==> src/rtl/avr_irq_if.sv <==
// Core-side bus between avr_core and avr_irq_ctrl: IO register
// access plus the interrupt request/acknowledge handshake.
interface avr_irq_if #(
    parameter int VECT_W = 2
);
    logic              io_re;
    logic              io_we;
    logic [5:0]        io_a;
    logic [7:0]        io_wd;
    logic [7:0]        io_rd;
    logic              iflag;
    logic [VECT_W-1:0] ivect;
    logic              ieack_v;
    logic [VECT_W-1:0] ieack;

    modport master (
        output io_re, io_we, io_a, io_wd, ieack_v, ieack,
        input  io_rd, iflag, ivect
    );

    modport slave (
        input  io_re, io_we, io_a, io_wd, ieack_v, ieack,
        output io_rd, iflag, ivect
    );
endinterface

==> src/rtl/avr_irq_ctrl.sv <==
// Fixed-priority interrupt controller for avr_core (IEN/IPEND/ISTAT/IMODE).
// Optional AVR_IRQ_SYNC_EN adds a 2-flop synchroniser on irq_in.
module avr_irq_ctrl #(
    parameter int         CHANNELS = 4,
    parameter int         VECT_W   = 2,
    parameter logic [5:0] IO_BASE  = 6'h38
) (
    input  logic                clk,
    input  logic                rst,
    input  logic [CHANNELS-1:0] irq_in,
    avr_irq_if.slave            bus
);

    typedef enum logic [1:0] {IDLE, REQ, GAP} state_e;

    state_e              state_q;
    logic                iflag_q;
    logic [VECT_W-1:0]   ivect_q;
    logic [CHANNELS-1:0] ien_q, ien_d;
    logic [CHANNELS-1:0] mode_q, mode_d;
    logic [CHANNELS-1:0] pend_q, pend_d;
    logic [CHANNELS-1:0] hist_q;
    logic [CHANNELS-1:0] irq_s;

`ifdef AVR_IRQ_SYNC_EN
    logic [CHANNELS-1:0] sync1_q, sync2_q;

    always_ff @(posedge clk) begin
        if (!rst) begin
            sync1_q <= '0;
            sync2_q <= '0;
        end else begin
            sync1_q <= irq_in;
            sync2_q <= sync1_q;
        end
    end

    assign irq_s = sync2_q;
`else
    assign irq_s = irq_in;
`endif

    logic sel_ien, sel_pend, sel_stat, sel_mode;

    assign sel_ien  = (bus.io_a == IO_BASE);
    assign sel_pend = (bus.io_a == IO_BASE + 6'd1);
    assign sel_stat = (bus.io_a == IO_BASE + 6'd2);
    assign sel_mode = (bus.io_a == IO_BASE + 6'd3);

    logic                unused_wd;
    assign unused_wd = ^bus.io_wd;

    logic [CHANNELS-1:0] cand, ack_mask, w1c_mask, edge_set;
    logic [VECT_W-1:0]   win;
    logic                held, ack_hit;

    assign cand     = pend_q & ien_q;
    assign edge_set = irq_s & ~hist_q;
    assign ack_hit  = (state_q == REQ) && bus.ieack_v
                      && (bus.ieack == ivect_q);

    // Descending scan so the lowest set index wins.
    always_comb begin
        win      = '0;
        held     = 1'b0;
        ack_mask = '0;
        for (int i = CHANNELS - 1; i >= 0; i--) begin
            if (cand[i])
                win = VECT_W'(i);
            if (ivect_q == VECT_W'(i)) begin
                held        = cand[i];
                ack_mask[i] = ack_hit;
            end
        end
    end

    always_comb begin
        ien_d    = ien_q;
        mode_d   = mode_q;
        w1c_mask = '0;
        if (bus.io_we) begin
            if (sel_ien)
                ien_d = bus.io_wd[CHANNELS-1:0];
            if (sel_mode)
                mode_d = bus.io_wd[CHANNELS-1:0];
            if (sel_pend)
                w1c_mask = bus.io_wd[CHANNELS-1:0];
        end
        // Edge set beats any clear; level bits just track the input.
        pend_d = (mode_q & (edge_set | (pend_q & ~(w1c_mask | ack_mask))))
               | (~mode_q & irq_s);
    end

    always_ff @(posedge clk) begin
        if (!rst) begin
            state_q <= IDLE;
            iflag_q <= 1'b0;
            ivect_q <= '0;
            ien_q   <= '0;
            mode_q  <= '0;
            pend_q  <= '0;
            hist_q  <= '0;
        end else begin
            ien_q  <= ien_d;
            mode_q <= mode_d;
            pend_q <= pend_d;
            hist_q <= irq_s;
            unique case (state_q)
                IDLE: begin
                    iflag_q <= 1'b0;
                    if (|cand) begin
                        ivect_q <= win;
                        iflag_q <= 1'b1;
                        state_q <= REQ;
                    end
                end
                REQ: begin
                    if (ack_hit) begin
                        iflag_q <= 1'b0;
                        state_q <= GAP;
                    end else if (!held) begin
                        iflag_q <= 1'b0;
                        state_q <= IDLE;
                    end
                end
                GAP: begin
                    iflag_q <= 1'b0;
                    state_q <= IDLE;
                end
                default: begin
                    iflag_q <= 1'b0;
                    state_q <= IDLE;
                end
            endcase
        end
    end

    always_comb begin
        bus.io_rd = 8'h00;
        if (bus.io_re) begin
            unique case (1'b1)
                sel_ien:  bus.io_rd[CHANNELS-1:0] = ien_q;
                sel_pend: bus.io_rd[CHANNELS-1:0] = pend_q;
                sel_stat: begin
                    bus.io_rd[7]        = iflag_q;
                    bus.io_rd[VECT_W-1:0] = ivect_q;
                end
                sel_mode: bus.io_rd[CHANNELS-1:0] = mode_q;
                default:  bus.io_rd = 8'h00;
            endcase
        end
    end

    assign bus.iflag = iflag_q;
    assign bus.ivect = ivect_q;

endmodule

==> src/flat_wrapper.sv <==
// flat-port wrapper written by rule: the top's interface ports become plain ports
module avr_irq_ctrl_flat 
#(
    parameter int         CHANNELS = 4,
    parameter int         VECT_W   = 2,
    parameter logic [5:0] IO_BASE  = 6'h38
)
  (clk, rst, irq_in, bus_io_re, bus_io_we, bus_io_a, bus_io_wd, bus_ieack_v, bus_ieack, bus_io_rd, bus_iflag, bus_ivect);
  avr_irq_if #(.VECT_W(VECT_W)) bus_i ();
  input  logic clk;
  input  logic rst;
  input  logic [CHANNELS-1:0] irq_in;
  input wire logic [$bits(bus_i.io_re)-1:0] bus_io_re;
  input wire logic [$bits(bus_i.io_we)-1:0] bus_io_we;
  input wire logic [$bits(bus_i.io_a)-1:0] bus_io_a;
  input wire logic [$bits(bus_i.io_wd)-1:0] bus_io_wd;
  input wire logic [$bits(bus_i.ieack_v)-1:0] bus_ieack_v;
  input wire logic [$bits(bus_i.ieack)-1:0] bus_ieack;
  output wire logic [$bits(bus_i.io_rd)-1:0] bus_io_rd;
  output wire logic [$bits(bus_i.iflag)-1:0] bus_iflag;
  output wire logic [$bits(bus_i.ivect)-1:0] bus_ivect;
  assign bus_i.io_re = bus_io_re;
  assign bus_i.io_we = bus_io_we;
  assign bus_i.io_a = bus_io_a;
  assign bus_i.io_wd = bus_io_wd;
  assign bus_i.ieack_v = bus_ieack_v;
  assign bus_i.ieack = bus_ieack;
  assign bus_io_rd = bus_i.io_rd;
  assign bus_iflag = bus_i.iflag;
  assign bus_ivect = bus_i.ivect;
  avr_irq_ctrl #(.CHANNELS(CHANNELS), .VECT_W(VECT_W), .IO_BASE(IO_BASE)) u_core (.clk(clk), .rst(rst), .irq_in(irq_in), .bus(bus_i));
endmodule
==> config.mk <==
export PLATFORM = sky130hd
export DESIGN_NAME = avr_irq_ctrl_flat
export DESIGN_NICKNAME = d
export VERILOG_FILES = /design/src/rtl/avr_irq_if.sv /design/src/rtl/avr_irq_ctrl.sv /design/src/flat_wrapper.sv
export SDC_FILE = /design/constraint.sdc
export NUM_CORES = 1
export LEC_CHECK = 0
export BUFFER_PORTS_ARGS = -buffer_cell sky130_fd_sc_hd__buf_2
export CORE_ASPECT_RATIO = 1.75
export CORE_MARGIN = 1.5
export CORE_UTILIZATION = 44
export CTS_CLUSTER_DIAMETER = 200
export CTS_CLUSTER_SIZE = 40
export DETAILED_ROUTE_END_ITERATION = 7
export PLACE_DENSITY = 0.7
export SYNTH_ARGS = -nofsm -noshare
export SYNTH_HDL_FRONTEND = slang
export SYNTH_SLANG_ARGS = --single-unit
==> constraint.sdc <==
create_clock -name clk -period 1.3 [get_ports clk]
set_input_delay 0.26 -clock clk [delete_from_list [all_inputs] [get_ports clk]]
set_output_delay 0.26 -clock clk [all_outputs]
set_load 0.01 [all_outputs]
==> run_results.csv, run 1 <==
group,metric,value,unit
outcome,status,"finished with violations",
outcome,violations,"negative setup slack",
run,cap_violations,0,
synthesis,yosys-top-cells-area,"dfxtp_1 38%, mux2i_1 9.1%, nor2b_1 4.5%, and2_1 3.4%, nand2_1 3.4%",
clock_tree,root_buffer,"clkbuf_8",
global_routing,antenna_found_initial,0,
worst_setup_path,path_max_fanout,2,
synthesis,ys.flop_type,"dfxtp_1",
drt,wl_per_cell,15.45,um
placed_design,place_hpwl,2139,um
clock_tree,clk_latency,0.27,ns
global_routing,grt_pass1_vias,1165,
synthesis,synth.largest_area_cell,"dfxtp_1",
synthesis,yosysWarnings,0,
synthesis,synthesis.instances,118,
worst_setup_path,critical_path_class,"reg2out",
timing,setup_tns,-1.583,ns
finish,finalNetCount,196,
global_routing,grt_overflow,0,
clock_tree,cts_buffer_depth,2,
drt,via_count,1076,
timing,finalSetupViolCount,11,
finish,postLayoutCoreUtil,68.60,%
pwr,p_per_area,778.3,nW/um2
drt,routed_wl,3013,um
drt,route.detailed.drc,0,
placed_design,placedCellCount,185,
worst_setup_path,start_kind,"flop",
placed_design,portBuffers,28,
worst_setup_path,cp.buffers_inverters,1,
worst_setup_path,crit_arrival,1.36,ns
worst_setup_path,critPathSlowestCell,"mux4_2",
finish,seqCellArea,431.7,um2
synthesis,yosysMostFrequentCell,"dfxtp_1",
timing,finalClockSkew,0.006659,ns
clock_tree,holdBufCountCts,0,
worst_setup_path,crit_path_end_kind,"output pin",
min_path,hp-class,"in2reg",
synthesis,async_flop_share,0,%
synthesis,postSynthAreaPerCell,9.342,um2
floorplanning,core_area,2331,um2
clock_tree,path_clk_slew,0.08,ns
finish,drive_gt1_share,48.24,%
drt,drt.antenna.violating_nets,0,
floorplanning,rows,23,
finish,n_antenna_cell,0,
worst_setup_path,required,1.04,ns
placed_design,gp_congestion,0.8322,
floorplanning,ios,36,
finish,multiInputGateArea,703.2,um2
timing,hold_viol,0,
global_routing,grt_pass1_wl,4919,um
global_routing,grt_max_degree,18,
synthesis,synthDistinctLibCells,37,
floorplanning,start_util,47.29,%
timing,setup_ws,-0.3177,ns
timing,period_share,124.4,%
drt,dr.pass1.iters,4,
pwr,ir_drop,0.0006617,V
synthesis,synthDominantCellAreaShare,38.14,%
clock_tree,cts_tree,"built",
synthesis,synth_edf_count,0,
drt,drtIter0Drc,26,
worst_setup_path,critPathTopFamily,"multiplexers",
finish,area_growth,45.06,%
timing,fin_crit,1.618,ns
floorplanning,die_w,40.84,um
timing,drv_slew,0,
synthesis,synth_seq_cells,21,
floorplanning,die_h,69.22,um
clock_tree,htreeDepth,1,
timing,fmax,0.6182,GHz
pwr,p_leak,0.7519,nW
drt,via_per_inst,5.518,
clock_tree,cts_buffers,3,
finish,n_fill_cell,183,
pwr,finalPower,0.001244,W
floorplanning,dieArea,2826,um2
worst_setup_path,max_stage_delay,0.45,ns
synthesis,synth_common_cells,"21 x dfxtp_1, 10 x mux2i_1, 10 x nand2_1",
finish,stdcell_count,195,
timing,grt_setup_unrepaired,"true",
clock_tree,clock_sinks,21,
worst_setup_path,path_cells,"mux4_2, and3_4, buf_6",
synthesis,seq_area_frac_synth,38.14,%
global_routing,grt_usage,24.85,%
synthesis,synth_area,1102,um2
where the power goes:
group | internal, W | switching, W | total (W)
registers | 0.000653 | 0.00000628 | 0.000660
logic | 0.0000760 | 0.0000650 | 0.000141
clock network | 0.000214 | 0.000230 | 0.000444
cell type report:
class	instances	share of cell area (%)
clock buffers	3	2.582
clock inverters	1	0.3130
multi-input cells	90	43.98
flip-flops and latches	21	27.00
well taps	25	1.956
repair buffers	55	24.18
placed cells by master, fill, tap and decap left out, types with 2 or more instances in the layout:
cell,count
conb_1,3
mux4_2,2
a22o_1,2
mux2i_1,10
nand2_1,9
dfxtp_2,3
and4b_1,2
o21ai_2,2
a21boi_0,2
nor2b_1,8
and3_4,3
nor2_1,6
buf_4,21
a21oi_1,4
nand3b_1,3
nand3_1,4
nor3_2,2
a41o_1,2
clkbuf_8,3
a31oi_1,3
dfxtp_4,2
buf_2,26
buf_6,7
and2_1,6
dfxtp_1,16
registers in the layout, summed over array words and instances, names as in the netlist:
| register | cells |
|---|---|
| u_core.bus.ivect | 2 |
| u_core.mode_q | 4 |
| u_core.state_q | 2 |
| u_core.pend_q | 4 |
| u_core.ien_q | 4 |
| u_core.hist_q | 4 |
| u_core.bus.iflag | 1 |
per-stage QoR:
stage	instance area, um2	setup WS [ns]	hold slack [ns]
global placement	1410	-0.1208	0.4612
detailed placement	1410	-0.1682	0.4717
global route	1599	-0.3400	0.2117
floorplan	1132	-0.03064	0.3978
CTS	1536	-0.2981	0.2066
finish	1599	-0.3177	0.2036
repair_timing:
item,4_1_cts,5_1_grt
pin swaps,4,7
setup endpoints to repair,8,14
setup buffers,4,3
gates resized for setup,10,15
endpoints found under the hold margin,0,0
logic make-up after synthesis:
group	count (synthesis)	share of synthesized area, %
AOI/OAI and AO/OA	22	14.53
xor gates and xnor gates	2	2.271
buffers and inverters	9	5.221
DFF	21	38.14
muxes	12	13.51
other	1	0.3402
and+or+nand+nor	51	26.00
final timing paths:
kind                                          start          endpoint  slack, ns  cells after the start
worst max-delay path            u_core.bus.ivect[0]      bus_io_rd[0]      -0.32                      3
worst min-delay path                      irq_in[0]  u_core.hist_q[0]       0.20                      2
worst max register to register  u_core.bus.ivect[0]  u_core.bus.iflag      -0.13                      5
worst min register to register     u_core.hist_q[2]  u_core.pend_q[2]       0.48                      2
layer usage:
| layer | GRT usage, % | up-vias | share of wire, % |
|---|---|---|---|
| met5 | 0 | - | 0 |
| met4 | 14.44 | 0 | 2.4 |
| met3 | 4.487 | 7 | 4.0 |
| met2 | 40.80 | 35 | 56 |
| met1 | 26.88 | 508 | 38 |
| li1 | - | 526 | - |
Power figures use the tool's default switching activity.
==> run 2, diff against run 1 <==
--- a/config.mk
+++ b/config.mk
@@ -8,11 +8,12 @@
 export BUFFER_PORTS_ARGS = -buffer_cell sky130_fd_sc_hd__buf_2
 export CORE_ASPECT_RATIO = 1.75
 export CORE_MARGIN = 1.5
-export CORE_UTILIZATION = 44
+export CORE_UTILIZATION = 25
 export CTS_CLUSTER_DIAMETER = 200
 export CTS_CLUSTER_SIZE = 40
 export DETAILED_ROUTE_END_ITERATION = 7
-export PLACE_DENSITY = 0.7
+export PLACE_DENSITY = 0.43
+export SKIP_LAST_GASP = 1
 export SYNTH_ARGS = -nofsm -noshare
 export SYNTH_HDL_FRONTEND = slang
 export SYNTH_SLANG_ARGS = --single-unit
==> run 2 against run 1 <==
  * The flow still finishes with violations (negative setup slack)
  * Utilization shrank 28 points
  * Routed wire length grew 1.4%
  * Final cell count grew 16%
  * Sequential cell count is the same
  * Non-clock buffer count grew 8
  * Combinational power grew 4%
  * Total power grew 0.15%
  * Setup slack gained 0.0048 ns
  * Clock skew shrank 0.0023 ns
==> run_results.csv, run 2 (synthesized netlist as in run 1, its figures left out) <==
group,metric,value,unit
outcome,status,"finished with violations",
outcome,violations,"negative setup slack",
timing,finalClockSkew,0.004339,ns
clock_tree,clock_sinks,21,
worst_setup_path,required,1.04,ns
worst_setup_path,max_stage_delay,0.46,ns
finish,area_growth,53.80,%
worst_setup_path,path_cells,"mux4_2, and3_4, buf_6",
finish,finalNetCount,204,
global_routing,grt_max_degree,13,
floorplanning,start_util,26.31,%
min_path,hold_depth,2,
pwr,power_frac_seq,52.9,%
finish,postLayoutCoreUtil,40.47,%
drt,dr.pass1.iters,4,
worst_setup_path,crit_path_end_kind,"output pin",
timing,whs,0.2046,ns
pwr,p_per_area,735.2,nW/um2
clock_tree,cts_buffers,3,
pwr,intPower,0.0009463,W
min_path,whs_endpoint,"u_core.hist_q[1]",
worst_setup_path,rr_endpoint,"u_core.state_q[0]",
finish,n_antenna_cell,0,
floorplanning,rows,31,
clock_tree,htreeDepth,1,
worst_setup_path,cp.buffers_inverters,1,
worst_setup_path,startpoint,"u_core.bus.ivect[0]",
timing,grt_setup_unrepaired,"true",
timing,fmax,0.6200,GHz
clock_tree,path_clk_slew,0.08,ns
floorplanning,die_h,90.84,um
timing,drv_slew,0,
placed_design,placedCellCount,214,
pwr,p_sw,0.0003001,W
drt,via_per_inst,4.652,
drt,via_count,1056,
timing,setup_tns,-1.868,ns
timing,finalSetupViolCount,9,
finish,stdcell_count,227,
worst_setup_path,rr_worst_depth,5,
global_routing,grt_pass1_wl,4912,um
worst_setup_path,critical_path_class,"reg2out",
pwr,ir_drop,0.0004247,V
global_routing,grt_usage,13.83,%
pwr,p_comb_share,11.7,%
clock_tree,root_buffer,"clkbuf_8",
clock_tree,holdBufCountCts,0,
clock_tree,clk_latency,0.26,ns
drt,routed_wl,3056,um
min_path,worstHoldStart,"irq_in[1]",
floorplanning,die_w,53.20,um
floorplanning,core_area,4189,um2
pwr,switching_share,24.08,%
drt,drt.antenna.violating_nets,0,
worst_setup_path,crit_arrival,1.35,ns
global_routing,grt_overflow,0,
pwr,finalPower,0.001246,W
clock_tree,cts_buffer_depth,2,
placed_design,gp_congestion,0.7597,
timing,fin_crit,1.613,ns
worst_setup_path,critPathSlowestCell,"mux4_2",
worst_setup_path,timing.rr.start,"u_core.bus.ivect[1]",
timing,setup_ws,-0.3129,ns
finish,final_cell_mix,"31 x buf_4, 27 x buf_2, 14 x dfxtp_1",
timing,hold_viol,0,
drt,drtIter0Drc,10,
drt,route.detailed.drc,0,
pwr,p_leak,0.7936,nW
placed_design,place_hpwl,2434,um
floorplanning,ios,36,
min_path,hp-class,"in2reg",
pwr,clkPwrFrac,35.4,%
placed_design,portBuffers,28,
run,cap_violations,0,
worst_setup_path,path_max_fanout,2,
worst_setup_path,r2r_setup_slack,-0.22,ns
global_routing,antenna_found_initial,0,
global_routing,grt_pass1_vias,1046,
finish,drive_gt1_share,51.69,%
worst_setup_path,start_kind,"flop",
worst_setup_path,critPathTopFamily,"multiplexers",
clock_tree,cts_tree,"built",
timing,period_share,124.1,%
drt,wl_per_cell,13.46,um
floorplanning,dieArea,4832,um2
finish,final_common_cell,"buf_4",
## run 2: repair_timing
| item | in CTS | in global routing |
|---|---|---|
| pin swaps | 7 | 9 |
| resized for setup | 12 | 14 |
| setup buffers | 5 | 5 |
| setup endpoints to repair | 9 | 13 |
## run 2: final cells by class
type	instances	area, um2
fill	435	2494
multi-input combinational	90	725.7
sequential	21	434.2
timing repair buffer	63	427.9
tap	49	61.31
clock buffer	3	41.29
clock inverter	1	5.005
## run 2: metal layers
metal  part of all wire [%]  vias to the layer above  global-route usage (%)  routed length, um
met5                      0                        -                       0                  0
met4                    1.6                        0                   5.769                 50
met3                    2.9                        6                   1.987                 88
met2                     55                       21                   24.48               1695
met1                     40                      487                   15.66               1222
li1                       -                      542                       -                  -
## run 2: worst register-to-register path, stage by stage (launching register included)
cell and delay (ns):
dfxtp_4 0.35, buf_4 0.13, buf_8 0.13, and3b_1 0.16
or4_4 0.54, o21ai_2 0.14
## run 2: power groups by stage
stage               logic (W)  registers (W)  clock network (W)
floorplan           0.0000640       0.000677                  0
global placement     0.000127       0.000676                  0
detailed placement   0.000130       0.000677                  0
CTS                  0.000140       0.000660           0.000463
global route         0.000160       0.000661           0.000490
finish               0.000146       0.000660           0.000441
## run 2: worst max-delay path by stage
stage / slack (ns) / depth (start not counted) / end
after floorplan: -0.03 / 4 / u_core.bus.iflag
after global placement: -0.17 / 5 / u_core.pend_q[1]
after detailed placement: -0.20 / 5 / u_core.pend_q[1]
after CTS: -0.33 / 3 / bus_io_rd[1]
after global routing: -0.36 / 3 / bus_io_rd[1]
final: -0.31 / 3 / bus_io_rd[0]
## run 2: metrics by stage
stage,instance area (um2),worst slack [ns]
final,1695,-0.3129
after global routing,1695,-0.3603
after CTS,1602,-0.3284
after detailed placement,1465,-0.1963
after global placement,1465,-0.1729
after floorplan,1132,-0.03064
==> run 3, diff against run 2 <==
--- a/config.mk
+++ b/config.mk
@@ -8,11 +8,12 @@
 export BUFFER_PORTS_ARGS = -buffer_cell sky130_fd_sc_hd__buf_2
 export CORE_ASPECT_RATIO = 1.75
 export CORE_MARGIN = 1.5
-export CORE_UTILIZATION = 25
+export CORE_UTILIZATION = 44
 export CTS_CLUSTER_DIAMETER = 200
 export CTS_CLUSTER_SIZE = 40
 export DETAILED_ROUTE_END_ITERATION = 7
-export PLACE_DENSITY = 0.43
+export PLACE_DENSITY = 0.7
+export SETUP_SLACK_MARGIN = 0.05
 export SKIP_LAST_GASP = 1
 export SYNTH_ARGS = -nofsm -noshare
 export SYNTH_HDL_FRONTEND = slang
==> run 3 against run 2 <==
  * The flow still finishes with violations (negative setup slack)
  * Clock power down 3%
  * Fmax increased by 1.9%
  * Routed wire length down 5.4%
  * Worst hold slack improved by 0.013 ns
  * Die area down 42%
  * Sequential cell count unchanged
  * Global-route usage increased by 9.3 points
  * Setup slack gained 0.030 ns
==> run_results.csv, run 3 (synthesized netlist as in run 1, its figures left out) <==
group,metric,value,unit
outcome,status,"finished with violations",
outcome,violations,"negative setup slack",
pwr,p_leak,0.7468,nW
floorplanning,start_util,47.29,%
clock_tree,cts_tree,"built",
finish,n_fill_cell,197,
drt,wl_per_cell,14.82,um
worst_setup_path,crit_path_end_kind,"output pin",
finish,final_common_cell,"buf_2",
finish,finalNetCount,196,
timing,fmax,0.6318,GHz
global_routing,grt_max_degree,21,
worst_setup_path,critical_path_class,"reg2out",
global_routing,grt_pass1_vias,1105,
placed_design,gp_congestion,0.7776,
drt,met2_length,1612,um
pwr,ir_drop,0.0008810,V
drt,drt.antenna.violating_nets,0,
worst_setup_path,r2r_setup_slack,-0.13,ns
drt,wl_met3,111,um
min_path,hp-class,"in2reg",
min_path,whs_endpoint,"u_core.hist_q[1]",
drt,drtIter0Drc,31,
floorplanning,ios,36,
timing,grt_setup_unrepaired,"true",
finish,seqCellArea,435.4,um2
worst_setup_path,crit_arrival,1.32,ns
drt,route.detailed.drc,0,
global_routing,grt_pass1_wl,4526,um
timing,finalClockSkew,0.003353,ns
timing,hold_viol,0,
finish,multiInputGateArea,708.2,um2
drt,met1Wirelength,1059,um
drt,routed_wl,2890,um
floorplanning,core_area,2331,um2
placed_design,dpl_worst_slack,-0.1463,ns
finish,n_antenna_cell,0,
clock_tree,cts_buffers,3,
finish,area_growth,44.84,%
clock_tree,holdBufCountCts,0,
worst_setup_path,timing.rr.start,"u_core.bus.ivect[0]",
worst_setup_path,path_max_fanout,2,
floorplanning,die_h,69.22,um
timing,whs,0.2180,ns
clock_tree,clock_sinks,21,
min_path,hold_depth,2,
timing,drv_slew,0,
clock_tree,cts_buffer_depth,2,
timing,fin_crit,1.583,ns
placed_design,portBuffers,28,
global_routing,antenna_found_initial,0,
pwr,p_per_area,770.6,nW/um2
global_routing,grt_usage,23.14,%
finish,drive_gt1_share,48.24,%
clock_tree,root_buffer,"clkbuf_8",
drt,dr.pass1.iters,4,
global_routing,grt_overflow,0,
floorplanning,dieArea,2826,um2
placed_design,place_hpwl,2158,um
floorplanning,die_w,40.84,um
worst_setup_path,rr_worst_depth,5,
drt,via_per_inst,5.595,
worst_setup_path,rr_endpoint,"u_core.pend_q[3]",
worst_setup_path,required,1.04,ns
min_path,worstHoldStart,"irq_in[1]",
worst_setup_path,start_kind,"flop",
timing,period_share,121.8,%
timing,finalSetupViolCount,10,
clock_tree,htreeDepth,1,
run,cap_violations,0,
drt,via_count,1091,
finish,postLayoutCoreUtil,68.49,%
drt,top_layer,"met4",
clock_tree,clk_latency,0.26,ns
clock_tree,path_clk_slew,0.08,ns
finish,final_cell_mix,"26 x buf_2, 24 x buf_4, 13 x dfxtp_1",
timing,setup_ws,-0.2829,ns
floorplanning,rows,23,
-- run 3: through the flow --
step / cell area [um2] / power, W / setup TNS, ns / std cells
detailed placement: 1411 / 0.0008059 / -1.104 / 185
global route: 1597 / 0.001288 / -2.051 / 195
CTS: 1562 / 0.001228 / -2.229 / 195
global placement: 1411 / 0.0008000 / -0.7711 / 185
finish: 1597 / 0.001230 / -1.422 / 195
floorplan: 1135 / 0.0007412 / -0.09815 / 120
-- run 3: worst max path at each step --
stage,start,to,slack [ns],cells after the start
CTS,u_core.bus.ivect[1],bus_io_rd[1],-0.29,3
floorplan,u_core.bus.ivect[0],u_core.bus.iflag,-0.03,4
detailed placement,bus_io_a[1],bus_io_rd[1],-0.15,4
global placement,bus_io_a[1],bus_io_rd[0],-0.14,4
finish,u_core.bus.ivect[1],bus_io_rd[1],-0.28,3
global route,u_core.mode_q[0],bus_io_rd[0],-0.32,3
-- run 3: layout make-up --
type	count	share of cell area [%]
multi-input combinational	90	44.36
clock inverter	1	0.3135
sequential	21	27.27
tap	25	1.959
clock buffer	3	2.586
timing repair buffer	55	23.51
-- run 3: where the power goes --
group / leakage [nW] / switching, W / total [W] / internal (W)
sequential: 0.176 / 0.00000656 / 0.000660 / 0.000654
clock: 0.0255 / 0.000213 / 0.000426 / 0.000214
combinational: 0.546 / 0.0000660 / 0.000143 / 0.0000774
-- run 3: worst max-delay path: stages, from the launching register on --
cell	delay [ns]
dfxtp_4	0.35
mux4_2	0.44
and3_4	0.16
buf_6	0.11
-- run 3: timing repair --
action | 4_1_cts | 5_1_grt
setup buffers | 6 | 2
pin swaps | 6 | 10
resized for setup | 10 | 13
setup endpoints to repair | 11 | 15
-- run 3: per-layer routing --
metal	vias up	global-route usage [%]
met5	-	0
met4	0	12.59
met3	13	5.449
met2	38	38.37
met1	513	24.22
li1	527	-
